==> src/rtl/debug_uart_poll_master.sv <==
// Host-side debug UART initiator: sends one 8N1 command byte, then receives the
// single 8N1 response byte, reporting response, framing error or timeout.
module debug_uart_poll_master #(
  parameter int CLKS_PER_BIT = 87,
  parameter int TIMEOUT_BITS = 32
) (
  input  logic       clk_uart,
  input  logic       rst,
  input  logic       in_cmd_valid,
  input  logic [7:0] in_cmd_byte,
  output logic       out_cmd_ready,
  output logic       out_tx_serial,
  input  logic       in_rx_serial,
  output logic       out_rsp_valid,
  output logic [7:0] out_rsp_byte,
  output logic       out_frame_err,
  output logic       out_timeout,
  output logic       out_busy
);

  localparam int CNT_W = $clog2(CLKS_PER_BIT);
  localparam int TO_W  = $clog2(TIMEOUT_BITS * CLKS_PER_BIT + 1);
  localparam logic [CNT_W-1:0] BIT_LAST  = CNT_W'(CLKS_PER_BIT - 1);
  localparam logic [CNT_W-1:0] HALF_LAST = CNT_W'((CLKS_PER_BIT - 1) / 2 - 1);
  localparam logic [CNT_W-1:0] CNT_ONE   = CNT_W'(1);
  localparam logic [TO_W-1:0]  TO_LOAD   = TO_W'(TIMEOUT_BITS * CLKS_PER_BIT);
  localparam logic [TO_W-1:0]  TO_ONE    = TO_W'(1);

  typedef enum logic [2:0] {
    S_IDLE,
    S_TX_START,
    S_TX_DATA,
    S_TX_STOP,
    S_RX_WAIT,
    S_RX_START,
    S_RX_DATA,
    S_RX_STOP
  } state_t;

  state_t           state_q, state_d;
  logic [CNT_W-1:0] cnt_q, cnt_d;
  logic [2:0]       idx_q, idx_d;
  logic [7:0]       tx_byte_q, tx_byte_d;
  logic             tx_q, tx_d;
  logic [TO_W-1:0]  to_q, to_d;
  logic [7:0]       rx_shift_q, rx_shift_d;
  logic [7:0]       rsp_byte_q, rsp_byte_d;
  logic             rsp_valid_q, rsp_valid_d;
  logic             frame_err_q, frame_err_d;
  logic             timeout_q, timeout_d;
  logic             sync1_q, sync1_d;
  logic             sync2_q, sync2_d;

  logic rx_sync;
  logic pulse_any;
  logic accept;

  assign rx_sync   = sync2_q;
  assign pulse_any = rsp_valid_q | frame_err_q | timeout_q;
  // Ready is held off during the result pulse so a back-to-back command lands
  // one cycle after the pulse.
  assign out_cmd_ready = (state_q == S_IDLE) && !rst && !pulse_any;
  assign accept        = in_cmd_valid && out_cmd_ready;

  assign out_tx_serial = tx_q;
  assign out_rsp_valid = rsp_valid_q;
  assign out_rsp_byte  = rsp_byte_q;
  assign out_frame_err = frame_err_q;
  assign out_timeout   = timeout_q;
  assign out_busy      = (state_q != S_IDLE);

  always_comb begin
    state_d     = state_q;
    cnt_d       = cnt_q;
    idx_d       = idx_q;
    tx_byte_d   = tx_byte_q;
    tx_d        = tx_q;
    to_d        = to_q;
    rx_shift_d  = rx_shift_q;
    rsp_byte_d  = rsp_byte_q;
    rsp_valid_d = 1'b0;
    frame_err_d = 1'b0;
    timeout_d   = 1'b0;
    sync1_d     = in_rx_serial;
    sync2_d     = sync1_q;

    case (state_q)
      S_IDLE: begin
        cnt_d = '0;
        idx_d = '0;
        if (accept) begin
          tx_byte_d = in_cmd_byte;
          tx_d      = 1'b0;
          state_d   = S_TX_START;
        end
      end
      S_TX_START: begin
        cnt_d = cnt_q + CNT_ONE;
        if (cnt_q == BIT_LAST) begin
          cnt_d   = '0;
          idx_d   = '0;
          tx_d    = tx_byte_q[0];
          state_d = S_TX_DATA;
        end
      end
      S_TX_DATA: begin
        cnt_d = cnt_q + CNT_ONE;
        if (cnt_q == BIT_LAST) begin
          cnt_d     = '0;
          tx_byte_d = {1'b0, tx_byte_q[7:1]};
          if (idx_q == 3'd7) begin
            tx_d    = 1'b1;
            state_d = S_TX_STOP;
          end else begin
            idx_d = idx_q + 3'd1;
            tx_d  = tx_byte_q[1];
          end
        end
      end
      S_TX_STOP: begin
        cnt_d = cnt_q + CNT_ONE;
        if (cnt_q == BIT_LAST) begin
          cnt_d   = '0;
          to_d    = TO_LOAD;
          state_d = S_RX_WAIT;
        end
      end
      S_RX_WAIT: begin
        cnt_d = '0;
        // A start edge takes priority over an expiring window.
        if (!rx_sync) begin
          state_d = S_RX_START;
        end else if (to_q <= TO_ONE) begin
          to_d      = '0;
          timeout_d = 1'b1;
          state_d   = S_IDLE;
        end else begin
          to_d = to_q - TO_ONE;
        end
      end
      S_RX_START: begin
        cnt_d = cnt_q + CNT_ONE;
        if (cnt_q == HALF_LAST) begin
          cnt_d   = '0;
          idx_d   = '0;
          state_d = rx_sync ? S_RX_WAIT : S_RX_DATA;
        end
      end
      S_RX_DATA: begin
        cnt_d = cnt_q + CNT_ONE;
        if (cnt_q == BIT_LAST) begin
          cnt_d      = '0;
          rx_shift_d = {rx_sync, rx_shift_q[7:1]};
          if (idx_q == 3'd7) begin
            state_d = S_RX_STOP;
          end else begin
            idx_d = idx_q + 3'd1;
          end
        end
      end
      S_RX_STOP: begin
        cnt_d = cnt_q + CNT_ONE;
        if (cnt_q == BIT_LAST) begin
          cnt_d   = '0;
          state_d = S_IDLE;
          if (rx_sync) begin
            rsp_byte_d  = rx_shift_q;
            rsp_valid_d = 1'b1;
          end else begin
            frame_err_d = 1'b1;
          end
        end
      end
      default: state_d = S_IDLE;
    endcase
  end

  always_ff @(posedge clk_uart) begin
    if (rst) begin
      state_q     <= S_IDLE;
      cnt_q       <= '0;
      idx_q       <= '0;
      tx_byte_q   <= '0;
      tx_q        <= 1'b1;
      to_q        <= '0;
      rx_shift_q  <= '0;
      rsp_byte_q  <= '0;
      rsp_valid_q <= 1'b0;
      frame_err_q <= 1'b0;
      timeout_q   <= 1'b0;
      sync1_q     <= 1'b1;
      sync2_q     <= 1'b1;
    end else begin
      state_q     <= state_d;
      cnt_q       <= cnt_d;
      idx_q       <= idx_d;
      tx_byte_q   <= tx_byte_d;
      tx_q        <= tx_d;
      to_q        <= to_d;
      rx_shift_q  <= rx_shift_d;
      rsp_byte_q  <= rsp_byte_d;
      rsp_valid_q <= rsp_valid_d;
      frame_err_q <= frame_err_d;
      timeout_q   <= timeout_d;
      sync1_q     <= sync1_d;
      sync2_q     <= sync2_d;
    end
  end

endmodule
==> config.mk <==
export PLATFORM = sky130hd
export DESIGN_NAME = debug_uart_poll_master
export DESIGN_NICKNAME = d
export VERILOG_FILES = /design/src/rtl/debug_uart_poll_master.sv
export SDC_FILE = /design/constraint.sdc
export NUM_CORES = 1
export LEC_CHECK = 0
export BUFFER_PORTS_ARGS = -buffer_cell sky130_fd_sc_hd__buf_2
export CORE_UTILIZATION = 35
export CTS_BUF_LIST = sky130_fd_sc_hd__clkbuf_16
export CTS_CLUSTER_SIZE = 14
export DETAILED_ROUTE_END_ITERATION = 6
export SLEW_MARGIN = 10
export SYNTH_ARGS = -nofsm -noshare
export SYNTH_HDL_FRONTEND = slang
export SYNTH_SLANG_ARGS = --single-unit
==> constraint.sdc <==
create_clock -name clk_uart -period 2.4 [get_ports clk_uart]
set_input_delay 0.36 -clock clk_uart [delete_from_list [all_inputs] [get_ports clk_uart]]
set_output_delay 0.36 -clock clk_uart [all_outputs]
set_load 0.03 [all_outputs]
* After elaboration in Yosys (flattened, before gate mapping)
Cells that the tools add are included.
Storage, ports and cells: register bits 55, output and inout port bits 14, word-level logic and storage cells 104
Cells by class: add/sub/neg operators 3, magnitude comparators 1, equal/unequal tests 23, multiplexer cells 35, bitwise operators 6, reduce and logical (&&, ||, !) cells 23
Operators with widths (count):
- $mux W3 | 14
- $mux W12 | 3
- $pmux W12 S2 | 1
- $pmux W3 S8 | 1
- $ne A2 B2 Y1 const B | 11
- $pmux W7 S3 | 1
- $mux W8 | 2
- $pmux W8 S2 | 1
- $eq A3 B3 Y1 const B | 5
- $mux W7 | 2
- $le A12 B1 Y1 const B | 1
- $pmux W3 S4 | 1
- $sub A12 B1 Y12 const B | 1
- $reduce_and A10 Y1 | 1
- $reduce_and A3 Y1 | 3
- $add A7 B1 Y7 const B | 1
- $eq A7 B6 Y1 const B | 1
- $eq A7 B7 Y1 const B | 1
- $mux W1 | 7
- $eq A3 B2 Y1 const B | 2
- $reduce_bool A3 Y1 | 2
- $reduce_or A3 Y1 | 2
- $reduce_and A5 Y1 | 1
- $reduce_or A5 Y1 | 1
- 16 further kinds | 25

* Logic depth before layout (Yosys ltp)
Gate-level depths: netlist (run 1).
depth in word-level cells 7, mapped depth 9

* Worst setup path before layout (run 1)
No wires, ideal clock.
path type reg-to-reg, from register frame_err_q, in the netlist out_frame_err, to register tx_byte_q[0], library setup time 0.088 ns, arrival time 1.903 ns, data required time 2.312 ns, setup slack 0.409 ns, stages on the path, launching flop included 7, period minus slack after synthesis 1.991 ns, cell sequence dfxtp_1 or4_4 o32a_1 nor3_4 buf_6 nor2_1 a311oi_2
On the way: word-level cells in the longest chain between the ends 7
RTL lines:
- start, declared | RTL line 49 | logic frame_err_q, frame_err_d;
- start signal, assigned | RTL line 203 | frame_err_q <= frame_err_d;
- $or A1 B1 Y1 (2 in series) | RTL line 59 | assign pulse_any = rsp_valid_q | frame_err_q | timeout_q;
- $logic_not A1 Y1 | RTL line 62 | assign out_cmd_ready = (state_q == S_IDLE) && !rst && !pulse_any;
- $logic_and A1 B1 Y1 | RTL line 62
- $logic_and A1 B1 Y1 | RTL line 63 | assign accept = in_cmd_valid && out_cmd_ready;
- $ne A2 B2 Y1 (no line)
- $reduce_and A3 Y1 (no line)
- end signal, assigned | RTL line 197 | tx_byte_q <= tx_byte_d;
- end, declared | RTL line 43 | logic [7:0] tx_byte_q, tx_byte_d;
Every way passes these cells. A chain may end at the register's enable or synchronous reset.

* Worst setup path after layout (run 1)
from register cnt_q[0], to register to_q[3]
On the way: word-level cells in the longest chain between the ends 3
RTL lines:
- start, declared | RTL line 41 | logic [CNT_W-1:0] cnt_q, cnt_d;
- start signal, assigned | RTL line 195 | cnt_q <= cnt_d;
- $eq A7 B7 Y1 | RTL line 122 | if (cnt_q == BIT_LAST) begin
- $ne A2 B2 Y1 (no line)
- $reduce_and A3 Y1 (no line)
- end signal, assigned | RTL line 199 | to_q <= to_d;
- end, declared | RTL line 45 | logic [TO_W-1:0] to_q, to_d;
Every way passes these cells.

==> summary.md, run 1 <==
| Metric | Value |
|---|---|
| Count of TritonRoute iterations in the first routing pass | `4` |
| Cells along the critical path | `inv_1 -> ha_1 -> nand4bb_1 -> nor4_1 -> buf_4 -> nor2_1 -> a22o_1 -> a32o_1` |
| Antenna Nets Post-Route | `0` |
| Core box area | `7250 um2` |
| Cell count after placement | `442` |
| Asr flop ratio synth | `0%` |
| DIE HEIGHT | `88.5 um` |
| Worst path slowest cell | `sky130_fd_sc_hd__nor4_1` |
| Wl on met1 | `2630 um` |
| Cell variety after synth | `53` |
| Max Cap Violations | `0` |
| Xor and xnor fraction of the mapped netlist area | `2.01%` |
| # DRC | `0` |
| Worst slew pin tran | `0.626 ns` |
| Post-synthesis average cell area | `8.10 um2` |
| Layout cell share with drive strength beyond 1 | `16.5%` |
| Clock sink total | `55` |
| Reg2reg start | `cnt_q[0]` |
| Clock Path Buffers | `2` |
| Hold path start | `in_rx_serial` |
| H-tree levels | `2` |
| Clock Skew | `0.00883 ns` |
| P per Cell Area | `590 nW/um2` |
| Reg2Reg Depth | `8` |
| Area added between synthesis and finish | `16.1%` |
| Combined area of all synthesized cells | `2620 um2` |
| Overall routed net length | `5580 um` |
| Part of the Yosys area used for sequential elements | `42.1%` |
| Synthesized netlist cell count | `323` |
| Simple-gate area share of the yosys netlist | `27.0%` |
| Number of buffers inserted by post-CTS setup repair | `0` |
| Cts bufs inserted | `5` |
| N_diodes | `0` |
| Remaining max-slew budget at the tightest pin | `57.9%` |
| Aggregate global-route resource usage | `15.5%` |
| Min Clock Period, post-route | `2.08 ns` |
| Required time worst endpoint | `2.59 ns` |
| Yosys warnings | `0` |
| Later-pin clock latency in the skew report | `0.30 ns` |
| Placement Rows | `31` |
| Vias in the first global route | `2107` |
| Number of nets at the end of the flow | `368` |
| Largest net degree at the start of global routing | `50` |
| Share of the synthesized area in the top cell type | `42.1%` |
| Most numerous cell types in the synthesized netlist | `sky130_fd_sc_hd__dfxtp_1, sky130_fd_sc_hd__nand2_1, sky130_fd_sc_hd__nor2_1, sky130_fd_sc_hd__a21oi_1, sky130_fd_sc_hd__nor3_1` |
| Number of vias in the routed layout | `2352` |
| Adder-cell share of the synthesized area | `2.87%` |
| Startpoint types | `register` |
| Most used flip-flop cell after synthesis | `sky130_fd_sc_hd__dfxtp_1` |
| Biggest area consumer among synthesized cells | `sky130_fd_sc_hd__dfxtp_1` |
| Dominant cells by area after synthesis | `sky130_fd_sc_hd__dfxtp_1, sky130_fd_sc_hd__nand2_1, sky130_fd_sc_hd__nor2_1` |
| Worst Hold Margin | `0.252 ns` |
| Synthesized Nets | `341` |
| Gates resized, CTS repair | `0` |
| Die ar. | `7830 um2` |
| Final cell utilization of the core | `41.9%` |
| CP max FO | `7` |
| Vias per inst | `5.23` |
| Fin crit share | `86.5%` |
| Clock Tree Root | `sky130_fd_sc_hd__clkbuf_16` |
| Result of the run | `finished, final reports clean` |
| Top layer used by detailed routing | `met4` |
| IO Pins | `26` |
| Weighted congestion at the end of routability-driven global placement | `0.794` |
| Number of hold-repair buffers added at the cts stage | `0` |
| Multiplexer share of the synthesized area | `3.87%` |
| Wire length per cell after detailed routing | `12.4 um` |
| Leakage power summed over all cells | `1.16 nW` |
| Final setup violation count | `0` |
| Routed wl met3 | `159 um` |
| Initial cell density of the core | `36.1%` |
| Unrepaired setup endpoints after global routing | `no` |
| Post-detailed-placement half-perimeter wirelength | `3990 um` |
| Flop and latch count out of synthesis | `55` |
| Launching instance or port of the critical path | `cnt_q[0]` |
| Count of routing violations after the opening detailed-route iteration | `85` |
| Initial antenna violation count | `0` |
| Port-buffer cells | `25` |
| Dominant delay contributor by cell family on the critical path | `simple AND/OR/NAND/NOR gates` |
| Classification of the worst-slack hold path | `input pin to register` |
| Final number of max-transition violations | `0` |
| Horizontal extent of the die | `88.5 um` |
| First-pass GRT wire length | `9630 um` |
| Number of standard cells in the layout, taps in and fillers out | `450` |
| Instance count on the critical path | `8` |
| Compound-cell area share of the yosys netlist | `17.6%` |
| Final global-route overflow total | `0` |
| Arrival time of the worst setup path | `2.26 ns` |
| Count of flip-flops with a built-in enable after synthesis | `0` |
| Largest family of logic cells by synthesized area | `simple AND/OR/NAND/NOR gates` |
| Number of buffers and inverters on the critical path | `2` |
| Hold Path Cell Cnt | `2` |
| Type of the worst setup path | `register to register` |
| Stage delay of the slowest cell on the critical path | `0.36 ns` |
| Worst VDD drop | `0.000261 V` |
| Clock tree from TritonCTS | `built` |
| Most common cell in the netlist | `sky130_fd_sc_hd__dfxtp_1` |
| Total Neg Setup Slack | `0 ns` |
| Final number of hold-violating endpoints | `0` |
| Total length of routed met2 wires | `2740 um` |
| Fmax | `482 MHz` |
| Worst Setup End Kind | `register` |
| Clock Pin Slew Worst Setup and Hold Paths | `0.07 ns` |
## stage by stage
step           worst slack, ns  area [um2]  total power, mW
2_1_floorplan            0.409        2620             1.04
3_3_place_gp             0.345        2890             1.07
3_5_place_dp             0.310        2890             1.07
4_1_cts                  0.316        3040             1.82
5_1_grt                  0.114        3040             1.85
6_report                 0.324        3040             1.79
## state kept, by name, indices dropped and copies added (netlist names)
register       count
cnt_q              7
idx_q              3
out_frame_err      1
out_rsp_byte       8
out_rsp_valid      1
out_timeout        1
out_tx_serial      1
rx_shift_q         8
rx_sync            1
state_q            3
sync1_q            1
to_q              12
tx_byte_q          8
## layout make-up
type / count / area [um2]
clock buffers: 5 / 125
clock inverters: 3 / 27.5
fillers: 745 / 4220
inverters: 11 / 41.3
multi-input cells: 239 / 1400
flip-flops and latches: 55 / 1100
well taps: 99 / 124
repair buffers: 38 / 223
## per-layer routing
layer  up-vias  track usage (%)
li1       1204                -
met1      1111             20.3
met3         5             2.80
met2        32             26.0
met5         -                0
met4         0             4.84
## path summary, 6_finish.rpt
kind	endpoint	slack, ns
worst max-delay path	to_q[3]	0.32
worst min-delay path	sync1_q	0.25
worst max register to register	to_q[3]	0.32
worst min register to register	rx_sync	0.41
## cell families after synthesis
| kind of cell | Yosys count |
|---|---|
| XOR/XNOR | 6 |
| multiplexers | 10 |
| flip-flops | 55 |
| AND/OR/NAND/NOR | 148 |
| AO/OA/AOI/OAI | 69 |
| adder cells (fa/ha/maj) | 6 |
| buffers and inverters | 29 |
## power breakdown
| part | total [mW] | internal, mW | switching, mW |
|---|---|---|---|
| clock | 0.746 | 0.396 | 0.349 |
| sequential | 0.943 | 0.928 | 0.0153 |
| combinational | 0.103 | 0.0402 | 0.0625 |
| total | 1.79 | 1.36 | 0.427 |
## cells in the final DEF, fill, tap and decap left out, drive strengths merged, types with 2 or more instances in the layout
cell type / count
mux2i: 9
nor3b: 3
xor2: 3
nand3: 12
nor3: 17
buf: 38
o31ai: 2
a31oi: 2
and2: 2
dfxtp: 55
clkbuf: 5
a32o: 2
a311oi: 7
o32ai: 4
a21oi: 27
xnor2: 3
or4: 2
nor4: 6
or2: 5
a22oi: 3
inv: 11
and3: 2
o21ai: 11
ha: 6
or3: 2
clkinv: 2
nor2: 43
nand4: 4
nand2: 45
Note: power is estimated with default switching activity, not from simulation.
==> run 2: changes to the inputs <==
- PLACE_DENSITY_LB_ADDON: not set -> 0.15
==> run 2 against run 1 <==
  * Global-route usage shrank 0.13 points
  * Routed wire length grew 4.6%
  * Sequential share of layout area down 0.33 points
  * Hold slack lost 0.0013 ns
  * Maximum frequency up 0.42%
  * Sequential cell count unchanged
  * Core utilization grew 0.38 points
  * Worst setup slack improved by 0.0088 ns
  * Combinational power about the same
  * Register-to-register slack barely moved
  * Die area stayed put
==> summary.md, run 2 (synthesis results as in run 1) <==
| Metric | Value |
|---|---|
| CP max FO | `7 (unchanged)` |
| Total Neg Setup Slack | `0 ns (unchanged)` |
| Cts bufs inserted | `5 (unchanged)` |
| Largest net degree at the start of global routing | `50 (unchanged)` |
| Startpoint types | `register` |
| Vias in the first global route | `2053 (-2.6%)` |
| IO Pins | `26 (unchanged)` |
| Final number of max-transition violations | `0 (unchanged)` |
| Overall routed net length | `5840 um (+4.6%)` |
| Required time worst endpoint | `2.62 ns (+0.03 ns)` |
| Hold Path Cell Cnt | `2 (unchanged)` |
| Number of hold-repair buffers added at the cts stage | `0 (unchanged)` |
| Area added between synthesis and finish | `17.2%` |
| Max reg flops | `12 (unchanged)` |
| Worst path setup slack after routing | `0.333 ns (+0.00877 ns)` |
| Die ar. | `7830 um2 (unchanged)` |
| Classification of the worst-slack hold path | `input pin to register` |
| Min Clock Period, post-route | `2.07 ns (-0.00877 ns)` |
| Clock tree from TritonCTS | `built` |
| Final cell utilization of the core | `42.3% (+0.38 points)` |
| # DRC | `0 (unchanged)` |
| P per Cell Area | `614 nW/um2 (+4.1%)` |
| Result of the run | `finished, final reports clean` |
| Unrepaired setup endpoints after global routing | `no` |
| Number of buffers inserted by post-CTS setup repair | `0 (unchanged)` |
| Reg2Reg Depth | `7 (-1)` |
| First-pass GRT wire length | `9560 um (-0.79%)` |
| Count of routing violations after the opening detailed-route iteration | `93 (+9.4%)` |
| Layout cell share with drive strength beyond 1 | `16.8% (+0.24 points)` |
| Fin crit share | `86.1% (-0.37 points)` |
| Hold path start | `in_rx_serial` |
| Clock Path Buffers | `2 (unchanged)` |
| Remaining max-slew budget at the tightest pin | `58.1% (+0.20 points)` |
| Placement Rows | `31 (unchanged)` |
| N_diodes | `0 (unchanged)` |
| Type of the worst setup path | `register to register` |
| Aggregate global-route resource usage | `15.4% (-0.13 points)` |
| Clock Skew | `0.00454 ns (-0.00429 ns)` |
| Most frequent cells in the layout | `sky130_fd_sc_hd__dfxtp_1, sky130_fd_sc_hd__nand2_1, sky130_fd_sc_hd__nor2_1` |
| Biggest register | `to_q` |
| H-tree levels | `2 (unchanged)` |
| Count of TritonRoute iterations in the first routing pass | `4 (unchanged)` |
| Worst Hold End | `sync1_q` |
| Register-to-register setup slack | `0.33 ns (about the same)` |
| Arrival time of the worst setup path | `2.29 ns (+0.03 ns)` |
| Placed standard-cell area | `2890 um2 (+0.26%)` |
| DIE HEIGHT | `88.5 um (unchanged)` |
| Max Cap Violations | `0 (unchanged)` |
| Most common library cell in the layout ignoring fill and taps | `sky130_fd_sc_hd__dfxtp_1` |
| Initial cell density of the core | `36.1% (unchanged)` |
| Later-pin clock latency in the skew report | `0.29 ns (about the same)` |
| Minimum setup slack after placement | `0.255 ns (-0.0556 ns)` |
| Wire length per cell after detailed routing | `12.9 um (+4.3%)` |
| Port-buffer cells | `25 (unchanged)` |
| Final setup violation count | `0 (unchanged)` |
| Horizontal extent of the die | `88.5 um (unchanged)` |
| Initial antenna violation count | `0 (unchanged)` |
| Number of standard cells in the layout, taps in and fillers out | `451 (+0.22%)` |
| Worst Setup End Kind | `register` |
| Finished layout cell area | `3070 um2 (+0.91%)` |
| Gates resized, CTS repair | `0 (unchanged)` |
| Worst slew pin tran | `0.623 ns (-0.00292 ns)` |
| Leakage power summed over all cells | `1.18 nW (+1.5%)` |
| Final number of hold-violating endpoints | `0 (unchanged)` |
| Number of nets at the end of the flow | `369 (+0.27%)` |
| Core box area | `7250 um2 (unchanged)` |
| Post-detailed-placement half-perimeter wirelength | `4110 um (+2.8%)` |
| Vias per inst | `5.12 (-2.0%)` |
| Clock Tree Root | `sky130_fd_sc_hd__clkbuf_16` |
| Fmax | `484 MHz (+0.42%)` |
| Weighted congestion at the end of routability-driven global placement | `0.866 (+9.1%)` |
| Number of vias in the routed layout | `2310 (-1.8%)` |
| Final global-route overflow total | `0 (unchanged)` |
| Reg2reg start | `cnt_q[0]` |
| Antenna Nets Post-Route | `0 (unchanged)` |
| Clock Pin Slew Worst Setup and Hold Paths | `0.07 ns (about the same)` |
| Clock sink total | `55 (unchanged)` |
| Worst VDD drop | `0.000303 V (+16%)` |
| Critical register-to-register path endpoint | `idx_q[0]` |
| Cell count after placement | `443 (+0.23%)` |
run 2: cell count changes in the layout (fill, tap and decap cells not counted), sizes merged:
cell | previous run | this run
clkinvlp | 1 | 0
buf | 38 | 39
bufinv | 0 | 1
run 2: worst max-delay path, stage by stage (launching register included):
cell and delay (ns):
sky130_fd_sc_hd__dfxtp_1 0.34, sky130_fd_sc_hd__inv_1 0.06, sky130_fd_sc_hd__ha_1 0.16, sky130_fd_sc_hd__nand4bb_1 0.29, sky130_fd_sc_hd__o32ai_1 0.54, sky130_fd_sc_hd__nand2_1 0.20
sky130_fd_sc_hd__a211o_1 0.29, sky130_fd_sc_hd__a21oi_1 0.12
run 2: power by group:
group / switching (mW) / internal, mW / total [mW]
combinational: 0.0629 / 0.0402 / 0.103
clock: 0.337 / 0.498 / 0.836
sequential: 0.0153 / 0.928 / 0.943
total: 0.415 / 1.47 / 1.88
run 2: layout make-up:
class | count | area [um2]
multi-input cells | 239 | 1400
inverters | 11 | 41.3
clock inverters | 3 | 47.5
repair buffers | 39 | 230
fillers | 753 | 4190
flip-flops and latches | 55 | 1100
clock buffers | 5 | 125
well taps | 99 | 124
run 2: metrics by stage:
step / hold slack [ns] / power (mW)
6_report: 0.250 / 1.88
5_1_grt: 0.241 / 1.95
4_1_cts: 0.246 / 1.91
3_5_place_dp: 0.405 / 1.07
3_3_place_gp: 0.399 / 1.07
2_1_floorplan: 0.389 / 1.04
run 2: worst max-delay path by stage:
stage / slack [ns] / end / cells past startpoint / start
5_1_grt: 0.14 / rx_shift_q[6] / 7 / cnt_q[0]
4_1_cts: 0.34 / to_q[3] / 8 / cnt_q[0]
2_1_floorplan: 0.41 / tx_byte_q[0] / 6 / out_frame_err
6_report: 0.33 / idx_q[0] / 7 / cnt_q[0]
3_3_place_gp: 0.33 / tx_byte_q[6] / 7 / rst
3_5_place_dp: 0.25 / tx_byte_q[5] / 7 / rst
run 2: layer usage:
metal	track usage, %	up-vias	part of all wire, %	wire length (um)
li1	-	1211	-	-
met1	20.6	1071	52	3020
met2	25.2	24	45	2640
met3	2.89	4	2.2	129
met4	4.55	0	0.79	46
met5	0	-	0	0
